### config.mk
export PLATFORM = sky130hd
export DESIGN_NAME = re_mapper_multi_dmrs
export DESIGN_NICKNAME = d
export VERILOG_FILES = /design/src/rtl/re_mapper_multi_dmrs.sv
export SDC_FILE = /design/constraint.sdc
export NUM_CORES = 1
export LEC_CHECK = 0
export BUFFER_PORTS_ARGS = -buffer_cell sky130_fd_sc_hd__buf_2
export CORE_MARGIN = 8
export CORE_UTILIZATION = 35
export CTS_BUF_LIST = sky130_fd_sc_hd__clkbuf_2 sky130_fd_sc_hd__clkbuf_4 sky130_fd_sc_hd__clkbuf_8
export CTS_CLUSTER_SIZE = 30
export DETAILED_ROUTE_END_ITERATION = 7
export PLACE_DENSITY = 0.59
export SLEW_MARGIN = 20
export SYNTH_ARGS = -nofsm -noshare
export SYNTH_HDL_FRONTEND = slang
export SYNTH_SLANG_ARGS = --single-unit
### constraint.sdc
create_clock -name CLK_RE -period 2.8 [get_ports CLK_RE]
set_input_delay 0.56 -clock CLK_RE [delete_from_list [all_inputs] [get_ports CLK_RE]]
set_output_delay 0.56 -clock CLK_RE [all_outputs]
set_load 0.05 [all_outputs]
### src/rtl/re_mapper_multi_dmrs.sv
// re_mapper_multi_dmrs: maps DMRS (combed) and data/FFT streams into RE-grid symbol rows.
// Each allocated symbol row gets N_rb*12 writes; DMRS rows take the DMRS stream on a comb.
module re_mapper_multi_dmrs #(
  parameter int DATA_W     = 18,
  parameter int DMRS_W     = 9,
  parameter int DMRS_SHIFT = 0,
  parameter int TOTAL_SC   = 1200,
  parameter int ADDR_W     = 11
) (
  input  logic                     CLK_RE,
  input  logic                     RST_RE,
  input  logic                     Start,
  input  logic [ADDR_W-1:0]        N_sc,
  input  logic [6:0]               N_rb,
  input  logic [3:0]               Sym_Start,
  input  logic [3:0]               Sym_End,
  input  logic [13:0]              Dmrs_Mask,
  input  logic                     Comb_Off,
  input  logic signed [DMRS_W-1:0] Dmrs_I,
  input  logic signed [DMRS_W-1:0] Dmrs_Q,
  input  logic                     Dmrs_Valid,
  output logic                     Dmrs_Ready,
  input  logic signed [DATA_W-1:0] Data_I,
  input  logic signed [DATA_W-1:0] Data_Q,
  input  logic                     Data_Valid,
  output logic                     Data_Ready,
  output logic [DATA_W-1:0]        RE_Real,
  output logic [DATA_W-1:0]        RE_Imj,
  output logic                     RE_Valid_Out,
  output logic [ADDR_W-1:0]        Wr_addr,
  output logic [3:0]               Wr_sym,
  output logic                     Sym_Done,
  output logic                     RE_Done,
  output logic                     Cfg_Err,
  output logic                     Busy
);
  localparam int VW = ADDR_W + 2;
  typedef enum logic [2:0] {IDLE, SETUP, MAP_DMRS, MAP_DATA, FINISH} state_t;
  state_t state_q, state_d;
  logic [ADDR_W-1:0] nsc_q, k_q, k_d;
  logic [ADDR_W:0] len_q;
  logic [3:0] ss_q, se_q, sym_q, sym_d, nsym;
  logic [13:0] mask_q;
  logic comb_q, cfg_ok, accept, reject, wr, last;
  logic [VW-1:0] len_in;
  logic [DATA_W-1:0] re_d, im_d, dmrs_re, dmrs_im;
  logic [DATA_W-1:0] re_q, im_q;
  logic valid_q, sd_q, done_q, err_q, busy_q;
  logic [ADDR_W-1:0] addr_q;
  logic [3:0] wsym_q;
  // validation is done wider than the address path so oversize requests cannot wrap
  assign len_in = VW'(N_rb) * VW'(12);
  assign cfg_ok = (N_rb != 7'd0) && (VW'(N_sc) + len_in <= VW'(TOTAL_SC)) &&
                  (Sym_Start <= Sym_End) && (Sym_End <= 4'd13);
  assign accept = Start && (state_q == IDLE) && cfg_ok;
  assign reject = Start && (state_q == IDLE) && !cfg_ok;
  assign dmrs_re = DATA_W'(Dmrs_I) << DMRS_SHIFT;
  assign dmrs_im = DATA_W'(Dmrs_Q) << DMRS_SHIFT;
  assign last = {1'b0, k_q} == len_q - 1'b1;
  assign nsym = sym_q + 4'd1;
  assign Dmrs_Ready = (state_q == MAP_DMRS) && (k_q[0] == comb_q);
  assign Data_Ready = (state_q == MAP_DATA);
  always_comb begin
    state_d = state_q;
    k_d = k_q;
    sym_d = sym_q;
    wr = 1'b0;
    re_d = '0;
    im_d = '0;
    case (state_q)
      IDLE: state_d = accept ? SETUP : IDLE;
      SETUP: begin
        sym_d = ss_q;
        k_d = '0;
        state_d = mask_q[ss_q] ? MAP_DMRS : MAP_DATA;
      end
      MAP_DMRS: begin
        wr = Dmrs_Ready ? Dmrs_Valid : 1'b1;
        re_d = Dmrs_Ready ? dmrs_re : '0;
        im_d = Dmrs_Ready ? dmrs_im : '0;
      end
      MAP_DATA: begin
        wr = Data_Valid;
        re_d = Data_I;
        im_d = Data_Q;
      end
      FINISH: state_d = IDLE;
      default: state_d = IDLE;
    endcase
    if (wr) begin
      k_d = last ? '0 : k_q + 1'b1;
      if (last) begin
        sym_d = nsym;
        state_d = (sym_q == se_q) ? FINISH : (mask_q[nsym] ? MAP_DMRS : MAP_DATA);
      end
    end
  end
  always_ff @(posedge CLK_RE or negedge RST_RE) begin
    if (!RST_RE) begin
      state_q <= IDLE;
      k_q <= '0;
      sym_q <= '0;
      nsc_q <= '0;
      len_q <= '0;
      ss_q <= '0;
      se_q <= '0;
      mask_q <= '0;
      comb_q <= 1'b0;
      re_q <= '0;
      im_q <= '0;
      valid_q <= 1'b0;
      addr_q <= '0;
      wsym_q <= '0;
      sd_q <= 1'b0;
      done_q <= 1'b0;
      err_q <= 1'b0;
      busy_q <= 1'b0;
    end else begin
      state_q <= state_d;
      k_q <= k_d;
      sym_q <= sym_d;
      if (accept) begin
        nsc_q <= N_sc;
        len_q <= len_in[ADDR_W:0];
        ss_q <= Sym_Start;
        se_q <= Sym_End;
        mask_q <= Dmrs_Mask;
        comb_q <= Comb_Off;
      end
      re_q <= wr ? re_d : '0;
      im_q <= wr ? im_d : '0;
      valid_q <= wr;
      addr_q <= wr ? nsc_q + k_q : '0;
      wsym_q <= wr ? sym_q : '0;
      sd_q <= wr && last;
      done_q <= (state_q == FINISH);
      err_q <= reject;
      busy_q <= accept || (busy_q && state_q != FINISH);
    end
  end
  assign RE_Real = re_q;
  assign RE_Imj = im_q;
  assign RE_Valid_Out = valid_q;
  assign Wr_addr = addr_q;
  assign Wr_sym = wsym_q;
  assign Sym_Done = sd_q;
  assign RE_Done = done_q;
  assign Cfg_Err = err_q;
  assign Busy = busy_q;
endmodule

==> flow_summary.yaml, run 1 <==
outcome:
  outcome: "finished with violations"
  violations: "negative setup slack"
global_routing:
  grt_pass1_vias: 5725
  gr-total-overflow: 0
  grt_use_total: 0.164
  grt_max_degree: 64
  grt_pass1_wl_mm: 29.4
  antenna_found_initial: 0
layout:
  syn_to_final_growth_pct: 45.0
  layout.nets: 970
  layout-drive-gt1-share: 0.468
  n_antenna_cell: 0
place:
  hpwl_mm: 14.0
  place.gp.congestion: 0.854
  io_buffers: 157
critical_path:
  worst_setup_path_end_kind: "flip-flop"
  required_ns: 3.12
  rr_startpoint: "len_q[5]"
  path_class: "input pin to flip-flop"
  r2r_slack_ns: 0.09
  cp_top_family: "compound AO/OA/AOI/OAI gates"
  startpoint: "N_rb[2]"
  crit_chain: "buf_8 -> ha_4 -> a21o_1 -> a21oi_2 -> buf_4 -> buf_4 -> xnor2_2 -> ha_1 -> buf_4 -> buf_4 -> nor2_1 -> o21ai_0 -> a311o_1 -> a221oi_4 -> buf_4 -> a211o_1 -> buf_6 -> mux2_4"
  max_stage_delay_ns: 0.45
  crit_fanout: 6
  cpMaxStageDelayCell: "a311o_1"
  path_buf_inv: 7
  critPathArrivalTime_ns: 3.88
  cp-start-kind: "input pin"
  crit_top_cell: "buf_4"
timing:
  slew_violations: 0
  finalHoldViolations: 0
  hold-worst-slack_ns: 0.0701
  tightest_slew_ns: 0.809
  slew_headroom: 0.457
  rsz0062_at_grt: "yes"
  layout_setup_ws_ns: -0.755
  setup_viol: 46
  fmax_ghz: 0.281
  fin_skew_ns: 0.0114
  layout_min_cycle_time_ns: 3.55
  min_period_over_period: 1.27
power:
  clockPowerShare: 0.164
  power.share.sequential: 0.294
  p_sw_frac: 0.447
  p_comb_frac: 0.542
  leakage_nw: 4.59
  powerDensity_nw_per_um2: 1050
  p_int_w: 0.00530
  ir_drop_v: 0.000708
  power_w: 0.00960
  p_switching_w: 0.00429
clock_network:
  cts_root_buffer: "clkbuf_8"
  cts_hold_buf: 0
  htree_levels: 4
  numCtsBuffers: 17
  cts_max_path_buffers: 2
  clk_latency_ns: 0.44
  cts_tree: "built"
  cts.sinks: 117
  clkTransAtPathRegs_ns: 0.06
synthesis:
  synth-edff-count: 0
  yosysSeqAreaShare: 0.464
  async_flop_share: 1.00
  yosysWarnings: 0
  synth-seq-cells: 117
  ys_types: 63
  synth_cells: 576
  synth_nets: 716
  avgSynthCellArea_um2: 11.0
  syn_area_um2: 6310
  synth_flop_cell: "dfrtp_1"
detailed_routing:
  drt-pass1-iter-count: 4
  via_per_inst: 5.06
  ant_nets: 0
  drc: 0
  routed_wl_mm: 18.7
  initialDrtViolationCount: 202
  post_drt_wl_per_cell_um: 17.5
  num_vias: 5416
floorplan:
  die_w_um: 150
  rows: 49
  die_area_um2: 22600
  initial_core_util: 0.354
  io_pins: 158
  die_height_um: 150
  core_um2: 17800
min_path:
  min_path_type: "input pin to async pin"
job:
  cap_violations: 0
## Yosys cell counts, types with 2 or more instances
master	n	area share
o22ai_1	2	0.0020
nand4b_1	2	0.0028
fa_1	3	0.0095
nand3b_1	4	0.0048
a221oi_2	2	0.0048
nand4_1	3	0.0030
nor4b_1	5	0.0069
or3_1	2	0.0020
a211oi_1	5	0.0060
xnor2_1	19	0.026
nand3_1	10	0.0079
ha_1	37	0.073
a211o_1	3	0.0042
o21ai_0	16	0.013
dfrtp_1	117	0.46
a21o_1	10	0.012
nor4_1	4	0.0040
a31oi_1	4	0.0040
nor3b_1	4	0.0048
a22oi_1	16	0.019
a21oi_1	41	0.033
clkbuf_1	12	0.0071
nor2_1	43	0.026
or2_2	4	0.0040
inv_1	28	0.017
mux2_2	42	0.075
nor3_1	9	0.0071
o31ai_1	8	0.0095
o21a_1	4	0.0048
mux4_2	7	0.025
nor2b_1	2	0.0020
mux2i_1	7	0.011
nand2_1	29	0.017
nand2b_1	6	0.0060
buf_2	4	0.0032
xor2_1	13	0.018
buf_1	3	0.0018
and3_1	8	0.0079
o21bai_1	7	0.0083
and2_1	8	0.0079
## worst reg2reg max path: cells and delay by family (launching register included)
kind | cells | cell delay, ns
and+or+nand+nor | 4 | 1.42
AOI/OAI and AO/OA | 2 | 0.50
muxes | 1 | 0.21
DFF | 1 | 0.38
buffers and inverters | 1 | 0.16
## cell usage in the layout, fill, tap and decap left out, types with 5 or more instances in the layout
| cell | count |
|---|---|
| a21o_1 | 10 |
| a21oi_1 | 35 |
| a21oi_2 | 6 |
| a22oi_1 | 16 |
| and2_1 | 7 |
| and3_1 | 7 |
| buf_2 | 154 |
| buf_4 | 78 |
| buf_6 | 15 |
| clkbuf_8 | 18 |
| clkinv_2 | 5 |
| dfrtp_1 | 117 |
| ha_1 | 29 |
| ha_4 | 8 |
| inv_1 | 27 |
| mux2_4 | 42 |
| mux2i_1 | 7 |
| mux4_2 | 7 |
| nand2_1 | 29 |
| nand2b_1 | 6 |
| nand3_1 | 9 |
| nor2_1 | 42 |
| nor3_1 | 6 |
| nor4b_1 | 5 |
| o21ai_0 | 11 |
| o21bai_1 | 6 |
| o31ai_1 | 7 |
| xnor2_1 | 17 |
| xor2_1 | 11 |
## path summary, 6_finish.rpt
kind,endpoint,cells past startpoint
setup / recovery,se_q[3],18
min in group CLK_RE,mask_q[13],2
hold / removal,RE_Real[16],1
hold reg to reg,state_q[0],1
max in group asynchronous,ss_q[0],2
setup reg to reg,sym_q[2],8
## power by group through the flow
stage | clock, W | combinational [W] | sequential [W]
global placement | 0 | 0.00457 | 0.00280
CTS | 0.00161 | 0.00509 | 0.00281
global route | 0.00171 | 0.00562 | 0.00290
floorplan | 0 | 0.00242 | 0.00365
detailed placement | 0 | 0.00469 | 0.00284
finish | 0.00157 | 0.00520 | 0.00282
## routing by layer
| metal | track usage | vias to the layer above | wire length (um) |
|---|---|---|---|
| li1 | - | 2592 | - |
| met1 | 0.195 | 2619 | 7840 |
| met2 | 0.281 | 189 | 9010 |
| met3 | 0.0529 | 16 | 1630 |
| met4 | 0.0445 | 0 | 210 |
| met5 | 0 | - | 0 |
## through the flow
stage	worst slack, ns	cells	setup TNS, ns	utilization	cell area (um^2)
CTS	-0.697	1067	-27.66	0.504	8980
floorplan	-0.830	576	-36.09	-	6440
global route	-0.842	1070	-34.21	0.513	9150
finish	-0.755	1070	-31.71	0.513	9150
global placement	-1.16	1013	-50.46	0.447	7970
detailed placement	-1.26	1013	-54.82	0.447	7970
## final cells by class
type / instances / area (um^2)
Multi-Input combinational cell: 410 / 3760
Clock buffer: 20 / 263
Fill cell: 1589 / 8690
Sequential cell: 117 / 2930
Tap cell: 229 / 287
Clock inverter: 10 / 131
Timing Repair Buffer: 255 / 1680
Inverter: 29 / 109
## registers in the layout, indices dropped and copies added (netlist names)
register	flops
comb_q	1
Busy	1
Wr_addr	11
RE_Imj	18
nsc_q	11
Cfg_Err	1
Wr_sym	4
ss_q	4
se_q	4
k_q	11
Sym_Done	1
len_q	9
RE_Valid_Out	1
mask_q	14
RE_Done	1
RE_Real	18
sym_q	4
state_q	3
## repair_timing
item | CTS | global route
resized for setup | 93 | 31
hold endpoints to repair | 0 | 0
setup buffers | 22 | 5
endpoints found under the setup margin | 48 | 62
pin swaps | 35 | 30
cloned | 5 | 1
## logic make-up (layout without fill, tap and decap cells)
logic type | count (synthesis) | in the layout | synth area share
AOI/OAI and AO/OA | 131 | 131 | 0.139
muxes | 56 | 56 | 0.111
xor gates and xnor gates | 32 | 32 | 0.0444
buffers and inverters | 49 | 314 | 0.0311
DFF | 117 | 117 | 0.464
and+or+nand+nor | 151 | 151 | 0.128
adders and majority gates | 40 | 40 | 0.0829
(Power assumes the default switching activity.)
==> run 2: changes to the inputs <==
==> constraint.sdc (replaced) <==
create_clock -name CLK_RE -period 2.8 [get_ports CLK_RE]
set_input_delay 0.14 -clock CLK_RE [delete_from_list [all_inputs] [get_ports CLK_RE]]
set_output_delay 0.14 -clock CLK_RE [all_outputs]
set_load 0.05 [all_outputs]
==> flow_summary.yaml, run 2 (synthesis gave the netlist of run 1 again) <==
detailed_routing:
  ant_nets: 0
  num_vias: 5823
  initialDrtViolationCount: 274
  via_per_inst: 5.13
  drc: 0
  drt-pass1-iter-count: 4
  routed_wl_mm: 19.7
  post_drt_wl_per_cell_um: 17.3
global_routing:
  gr-total-overflow: 0
  grt_pass1_wl_mm: 30.5
  grt_pass1_vias: 6067
  antenna_found_initial: 0
  grt_max_degree: 59
  grt_use_total: 0.171
timing:
  layout_setup_ws_ns: -0.307
  setup_tns_ns: -11.03
  hold-worst-slack_ns: 0.0328
  setup_viol: 45
  min_period_over_period: 1.11
  tightest_slew_ns: 0.771
  fin_skew_ns: 0.0102
  slew_headroom: 0.482
  rsz0062_at_grt: "yes"
  slew_violations: 0
  finalHoldViolations: 0
  layout_min_cycle_time_ns: 3.11
  fmax_ghz: 0.322
floorplan:
  io_pins: 158
  die_height_um: 150
  core_um2: 17800
  rows: 49
  initial_core_util: 0.354
  die_area_um2: 22600
  die_w_um: 150
clock_network:
  clkTransAtPathRegs_ns: 0.07
  cts.sinks: 117
  htree_levels: 4
  clk_latency_ns: 0.44
  cts_root_buffer: "clkbuf_8"
  numCtsBuffers: 17
  cts_tree: "built"
  cts_max_path_buffers: 2
job:
  cap_violations: 0
power:
  leakage_nw: 4.83
  clockPowerShare: 0.171
  p_comb_frac: 0.540
  p_int_w: 0.00549
  p_sw_frac: 0.440
  ir_drop_v: 0.000811
  p_switching_w: 0.00432
  powerDensity_nw_per_um2: 1010
  power.share.sequential: 0.289
critical_path:
  worst_setup_path_end_kind: "flip-flop"
  crit_fanout: 8
  critPathArrivalTime_ns: 3.43
  rr_worst_depth: 8
  required_ns: 3.13
  path_class: "input pin to flip-flop"
  cp-start-kind: "input pin"
min_path:
  min_path_type: "input pin to flip-flop"
  holdPathStages: 3
outcome:
  violations: "negative setup slack"
  outcome: "finished with violations"
layout:
  mostFrequentLayoutCell: "buf_2"
  syn_to_final_growth_pct: 54.3
  fin_cells: 1134
  layout.nets: 1032
  layout-drive-gt1-share: 0.402
  n_antenna_cell: 0
  final_cell_mix: "153 x buf_2, 117 x dfrtp_1, 80 x dlygate4sd3_1, 63 x buf_4, 42 x nor2_1"
place:
  hpwl_mm: 14.1
  place.gp.congestion: 0.887
  placedCellCount: 1008
  io_buffers: 157
==> run 2: cell types whose count changed in the layout (fill, tap and decap cells not counted), moves of 3 or more <==
cell | before | now
mux2_4 | 42 | 34
buf_4 | 78 | 63
a21oi_2 | 6 | 3
mux2_2 | 0 | 8
dlygate4sd3_1 | 0 | 80
a21oi_1 | 35 | 38
==> run 2: power groups by stage <==
stage               clock [W]  combinational, W  sequential [W]
floorplan                   0           0.00242         0.00365
detailed placement          0           0.00469         0.00284
finish                0.00168           0.00529         0.00284
CTS                   0.00172           0.00509         0.00282
global route          0.00179           0.00566         0.00290
global placement            0           0.00457         0.00281
==> run 2: cell type report <==
class / instances / area, um^2
clock inverters: 10 / 154
repair buffers: 317 / 2340
flip-flops and latches: 117 / 2930
clock buffers: 22 / 278
well taps: 229 / 287
inverters: 29 / 109
fillers: 1482 / 8110
multi-input cells: 410 / 3630
==> run 2: what timing repair did <==
item / in CTS / in global routing
gates cloned: 2 / 1
pin swaps: 11 / 11
hold buffers: 80 / 0
buffers inserted: 8 / 3
endpoints found under the setup margin: 47 / 60
endpoints found under the hold margin: 122 / 0
gates resized for setup: 52 / 32
==> run 2: critical path: stages <==
cell and delay, ns:
buf_8 0.11, ha_4 0.16, fa_2 0.57, ha_4 0.21, buf_6 0.13, a211oi_4 0.32, o21bai_2 0.14, a2111oi_4 0.38
o21a_1 0.25, a221oi_4 0.06, a211oi_4 0.29, buf_6 0.17, clkbuf_16 0.16, mux2_2 0.34
==> run 2: final timing paths <==
kind                                start    endpoint  slack [ns]
min in group asynchronous          RST_RE  RE_Real[4]        0.31
max in group asynchronous          RST_RE  RE_Real[6]        1.71
worst min-delay path            Data_I[2]  RE_Real[2]        0.03
worst max-delay path              N_rb[1]   mask_q[8]       -0.31
worst min register to register   nsc_q[2]    nsc_q[2]        0.54
worst max register to register   len_q[5]  state_q[0]        0.11
==> run 2: stage by stage <==
step / worst slack [ns] / cell area (um^2) / util / total power, W
detailed placement: -0.803 / 7940 / 0.445 / 0.00753
CTS: -0.171 / 9560 / 0.536 / 0.00963
floorplan: -0.410 / 6440 / - / 0.00608
finish: -0.307 / 9730 / 0.545 / 0.00981
global route: -0.393 / 9730 / 0.545 / 0.0104
global placement: -0.708 / 7940 / 0.445 / 0.00738
==> run 2: metal layers <==
layer / GRT usage / vias up / routed length, um / part of all wire
met2: 0.294 / 228 / 9350 / 0.48
li1: - / 2718 / - / -
met3: 0.0427 / 33 / 1540 / 0.078
met5: 0 / - / 0 / 0
met1: 0.200 / 2844 / 8240 / 0.42
met4: 0.0750 / 0 / 543 / 0.028
